`config.mk`:
```
export PLATFORM = sky130hd
export DESIGN_NAME = freedual_merge_n
export DESIGN_NICKNAME = d
export VERILOG_FILES = /design/src/rtl/freedual_pkg.sv /design/src/rtl/freedual_rr_pick.sv /design/src/rtl/freedual_merge_n.sv
export SDC_FILE = /design/constraint.sdc
export NUM_CORES = 1
export LEC_CHECK = 0
export ABC_AREA = 0
export BUFFER_PORTS_ARGS = -buffer_cell sky130_fd_sc_hd__clkbuf_2
export CORE_ASPECT_RATIO = 1.2
export CORE_MARGIN = 5
export CORE_UTILIZATION = 45
export DETAILED_ROUTE_END_ITERATION = 10
export GPL_TIMING_DRIVEN = 0
export HOLD_SLACK_MARGIN = 0.03
export PLACE_DENSITY = 0.77
export REMOVE_ABC_BUFFERS = 1
export SYNTH_ARGS = -nofsm -noshare
export SYNTH_HDL_FRONTEND = slang
export SYNTH_SLANG_ARGS = --single-unit
```
`constraint.sdc`:
```
create_clock -name clk -period 1.6 [get_ports clk]
set_input_delay 0 -clock clk [delete_from_list [all_inputs] [get_ports clk]]
set_output_delay 0 -clock clk [all_outputs]
set_load 0.005 [all_outputs]
```
`src/rtl/freedual_pkg.sv`:
```
// Shared types and dual-rail word helpers for the freedual merge slice.
// Helpers take a zero-extended word plus the logical width actually in use.
package freedual_pkg;

    localparam int RAIL0        = 0;
    localparam int RAIL1        = 1;
    localparam int DR_MAX_WIDTH = 32;
    localparam int DR_MAX_RAILS = 2 * DR_MAX_WIDTH;

    typedef enum logic [1:0] {
        IDLE  = 2'd0,
        SEND  = 2'd1,
        DRAIN = 2'd2
    } fsmState_e;

    function automatic logic dr_is_data(input logic [DR_MAX_RAILS-1:0] word, input int width);
        logic ok;
        ok = 1'b1;
        for (int i = 0; i < DR_MAX_WIDTH; i++) begin
            if (i < width) ok = ok & (word[2*i+RAIL0] ^ word[2*i+RAIL1]);
            else           ok = ok;
        end
        return ok;
    endfunction

    function automatic logic dr_is_null(input logic [DR_MAX_RAILS-1:0] word, input int width);
        logic any;
        any = 1'b0;
        for (int i = 0; i < DR_MAX_WIDTH; i++) begin
            if (i < width) any = any | word[2*i+RAIL0] | word[2*i+RAIL1];
            else           any = any;
        end
        return ~any;
    endfunction

    function automatic logic dr_has_illegal(input logic [DR_MAX_RAILS-1:0] word, input int width);
        logic bad;
        bad = 1'b0;
        for (int i = 0; i < DR_MAX_WIDTH; i++) begin
            if (i < width) bad = bad | (word[2*i+RAIL0] & word[2*i+RAIL1]);
            else           bad = bad;
        end
        return bad;
    endfunction

endpackage

```
`src/rtl/freedual_rr_pick.sv`:
```
// Combinational picker: first requester at or after ptr (cyclic).
// FREEDUAL_MERGE_RR_EN selects round-robin; otherwise fixed lowest-index priority.
module freedual_rr_pick #(
    parameter int N_CH = 4,
    parameter int CW   = $clog2(N_CH)
) (
    input  logic [N_CH-1:0] req,
    input  logic [CW-1:0]   ptr,
    output logic [N_CH-1:0] grant,
    output logic [CW-1:0]   idx
);

    int startS;

`ifdef FREEDUAL_MERGE_RR_EN
    assign startS = int'(ptr);
`else
    logic unusedPtrS;
    assign unusedPtrS = ^ptr;
    assign startS     = 32'sd0;
`endif

    // scan the channels in cyclic order from the start point, keep the first hit
    always_comb begin
        logic found;
        logic hit;
        int   c;
        found = 1'b0;
        hit   = 1'b0;
        c     = 32'sd0;
        grant = '0;
        idx   = '0;
        for (int k = 0; k < N_CH; k++) begin
            c        = (startS + k) % N_CH;
            hit      = req[c] & ~found;
            grant[c] = hit;
            if (hit) idx = CW'(c);
            else     idx = idx;
            found    = found | hit;
        end
    end

endmodule

```
`src/rtl/freedual_merge_n.sv`:
```
// N-channel dual-rail four-phase merge onto one output channel with source tag.
// Build macro FREEDUAL_MERGE_RR_EN enables round-robin; default is fixed priority.
module freedual_merge_n
    import freedual_pkg::*;
#(
    parameter int N_CH  = 4,
    parameter int WIDTH = 8,
    parameter int CW    = $clog2(N_CH)  // derived, leave at default
) (
    input  logic                    clk,
    input  logic                    init,
    input  logic [N_CH*2*WIDTH-1:0] in_data,
    output logic [N_CH-1:0]         in_comp,
    output logic [2*WIDTH-1:0]      out_data,
    output logic [CW-1:0]           out_ch,
    input  logic                    out_comp,
    output logic                    err
);

    localparam int RAILS = 2 * WIDTH;

    fsmState_e       stateR;
    logic [CW-1:0]   gR;
    logic [CW-1:0]   ptrS;
    logic [CW-1:0]   pickIdxS;
    logic [N_CH-1:0] reqS;
    logic [N_CH-1:0] illegalS;
    logic [N_CH-1:0] pickGrantS;
    logic            grantNullS;
    logic            releaseS;

    // classify every source channel as DATA and/or carrying an illegal pair
    always_comb begin
        reqS     = '0;
        illegalS = '0;
        for (int c = 0; c < N_CH; c++) begin
            reqS[c]     = dr_is_data(DR_MAX_RAILS'(in_data[c*RAILS +: RAILS]), WIDTH);
            illegalS[c] = dr_has_illegal(DR_MAX_RAILS'(in_data[c*RAILS +: RAILS]), WIDTH);
        end
    end

    assign grantNullS = dr_is_null(DR_MAX_RAILS'(in_data[int'(gR)*RAILS +: RAILS]), WIDTH);
    assign releaseS   = (stateR == DRAIN) && grantNullS && !out_comp;

    freedual_rr_pick #(
        .N_CH (N_CH),
        .CW   (CW)
    ) u_pick (
        .req   (reqS),
        .ptr   (ptrS),
        .grant (pickGrantS),
        .idx   (pickIdxS)
    );

`ifdef FREEDUAL_MERGE_RR_EN
    logic [CW-1:0] ptrR;

    // move the round-robin start just past the channel whose handshake completed
    always_ff @(posedge clk or posedge init) begin
        if (init)          ptrR <= '0;
        else if (releaseS) ptrR <= (int'(gR) == N_CH - 1) ? '0 : gR + CW'(1);
        else               ptrR <= ptrR;
    end

    assign ptrS = ptrR;
`else
    assign ptrS = '0;
`endif

    // transfer FSM: grant, wait for consumer, then wait for source NULL
    always_ff @(posedge clk or posedge init) begin
        if (init) begin
            stateR   <= IDLE;
            out_data <= '0;
            in_comp  <= '0;
            out_ch   <= '0;
            gR       <= '0;
            err      <= 1'b0;
        end else begin
            err <= err | (|illegalS);
            case (stateR)
                IDLE: begin
                    if ((|pickGrantS) && !out_comp) begin
                        out_data <= in_data[int'(pickIdxS)*RAILS +: RAILS];
                        out_ch   <= pickIdxS;
                        gR       <= pickIdxS;
                        stateR   <= SEND;
                    end
                end
                SEND: begin
                    if (out_comp) begin
                        in_comp[gR] <= 1'b1;
                        out_data    <= '0;
                        stateR      <= DRAIN;
                    end
                end
                DRAIN: begin
                    // a source re-presenting DATA without passing NULL keeps us here
                    if (releaseS) begin
                        in_comp <= '0;
                        stateR  <= IDLE;
                    end
                end
                default: begin
                    stateR   <= IDLE;
                    out_data <= '0;
                    in_comp  <= '0;
                end
            endcase
        end
    end

endmodule

```
==> results.ini <==
[sta]
finalSetupViolations=6
fin_hold_ws_ns=0.0427
finalHoldViolations=0
rsz0062_at_grt=true
min_period_over_period_pct=103
worstMarginPinSlew_ns=1.02
finalClockSkew_ns=0.00784
setup_ws_ns=-0.0526
maxSlewHeadroom_pct=31.8
final.min_clock_period_ns=1.65
fmax_ghz=0.605
slew_violations=0
setup_tns_ns=-0.260

[synthesis]
synth-seq-cells=25
syn_area_um2=2340
synth_edf_count=0
synthTopCellsByCount=ha_1 (32), nand3_1 (29), dfrtp_1 (25), nand2_1 (22), nor4_1 (19)
async_flop_share_pct=100
synthTopCellsByArea=dfrtp_1 (27%), ha_1 (17%), nand3_1 (6.2%), nor4_1 (5.1%), a22oi_1 (4.5%)
yosysWarnings=0
synth.most_common_cell=ha_1
yosys.area.top_type=dfrtp_1
synth.distinct_cells=43
synthCells=265
synth_seq_area_share_pct=26.7
ys.flop_type=dfrtp_1
synth_top_cell_area_share_pct=26.7
syn_avg_cell_area_um2=8.83

[grt]
grt_pass1_wl_um=13300
grt-ovfl-total=0
grt_max_degree=26
grt_use_total_pct=25.8
antenna_found_initial=0
grt_pass1_vias=2683

[clock_network]
clock_path_buffers=2
numCtsBuffers=3
clock-sinks=25
clock_latency_ns=0.28
htree_levels=1
cts_tree=yes
clk_pin_slew_ns=0.11
clock-root-buffer=clkbuf_8

[setup_path]
cp_slowest_cell=dfrtp_2
crit_fanout=8
r2r_cells=5
required_ns=1.77
slowest_delay_ns=0.51
critPathKind=flop to flop
start_kind=flop
crit_path_end_kind=flop
arrival_ns=1.83
crit_chain=nor4_2 > nand3_1 > a31o_2 > nor3_4 > o21ai_1

[run_status]
violations=setup timing
status=finished with violations

[routing]
routed_wl_um=9220
drtIter0Drc=270
avgViaCountPerCell=6.80
drc_errors=0
first_pass_iters=5
ant_nets=0
via_count=2931
wl_per_cell_um=21.4

[finish]
area_growth_pct=41.8
num_antenna_cells=0
final_nets=471
final_util_pct=66.7
drive_above_1_share_pct=43.7
design_area_um2=3320

[placed_design]
placed_area_um2=2790
dpl.hpwl_um=6380
dpl_worst_slack_ns=-1.09
portBuffers=89
place_congestion=0.974

[pwr]
ir_worst_vdd_uv=316
p_leak_nw=1.46
power_density_nw_per_um2=447

[die]
start_util_pct=47.0
die_h_um=89.0
die_x_um=75.8
pin_count=90
std_cell_rows=28
dieArea_um2=6750
coreArea_um2=4970

[flow_run]
cap_violations=0

[hold_path]
holdPathStages=4
hold_path.class=input pin to flop

-- power by group --
part           total, mW  switching [mW]  internal (mW)
Sequential         0.656          0.0111          0.645
Clock              0.416           0.238          0.177
Combinational      0.412           0.233          0.179
-- worst max-delay path, delay by kind of cell (launching register included) --
family	cells	cell delay, ns
simple gates	3	0.62
flops	1	0.51
compound gates	2	0.41
-- cell usage in the layout (no fill, tap or decap), drive strengths merged, types with 6 or more instances in the layout --
cell type  Yosys  routed
ha            32      32
nor2          17      18
dfrtp         25      25
nand4          7       7
clkbuf         2      85
o221ai         6       6
o21ai         15      15
nand2         22      22
buf           11      29
o31ai         11      11
a32o          10      10
nor4          19      19
a22oi         14      14
nand3         29      29
nor3           8       8
-- per-layer routing --
layer	up-vias	GRT usage [%]	share of wire, %
met4	0	10.5	5.6
met1	1357	34.3	38
met3	52	2.81	9.6
met5	-	0	0
li1	1284	-	-
met2	238	42.1	47
-- cell families after synthesis --
logic type | synth area share, %
mux | 0.428
compound gates | 24.3
simple gates | 27.6
flops | 26.7
buf+inv | 3.80
fa+ha+maj | 17.1
-- sequential cells by signal, summed over array words and instances (netlist names) --
| signal | count |
|---|---|
| err | 1 |
| gR | 2 |
| in_comp | 4 |
| out_data | 16 |
| stateR | 2 |
-- final timing paths --
kind	endpoint	slack, ns	from
setup / recovery	in_comp[0]$_DFFE_PP0P_	-0.05	gR[0]$_DFFE_PP0P_
hold / removal	err$_DFF_PP0_	0.04	in_data[37]
setup reg to reg	in_comp[0]$_DFFE_PP0P_	-0.05	gR[0]$_DFFE_PP0P_
hold reg to reg	out_data[12]$_DFFE_PP0P_	0.51	out_data[12]$_DFFE_PP0P_
max in group asynchronous	gR[1]$_DFFE_PP0P_	0.42	init
min in group asynchronous	in_comp[0]$_DFFE_PP0P_	0.48	init
-- metrics by stage --
stage               power (mW)  std cells
CTS                       1.43        417
global placement         0.995        401
floorplan                0.806        252
global route              1.55        431
finish                    1.48        431
detailed placement        1.01        401
-- layout make-up --
cell class	instances	area (µm²)
inverters	4	15.0
fillers	404	1660
repair buffers	113	696
clock buffers	3	41.3
clock inverters	1	7.51
well taps	60	75.1
multi-input cells	225	1850
flip-flops and latches	25	629
-- timing repair --
item / in CTS / in global routing
gates cloned: 1 / 1
gates resized for setup: 15 / 50
pin swaps: 11 / 15
setup buffers: 9 / 13
endpoints found under the hold margin: 26 / 0
hold buffers: 2 / 0
setup endpoints to repair: 22 / 21
Note: power is estimated with default switching activity, not from simulation.
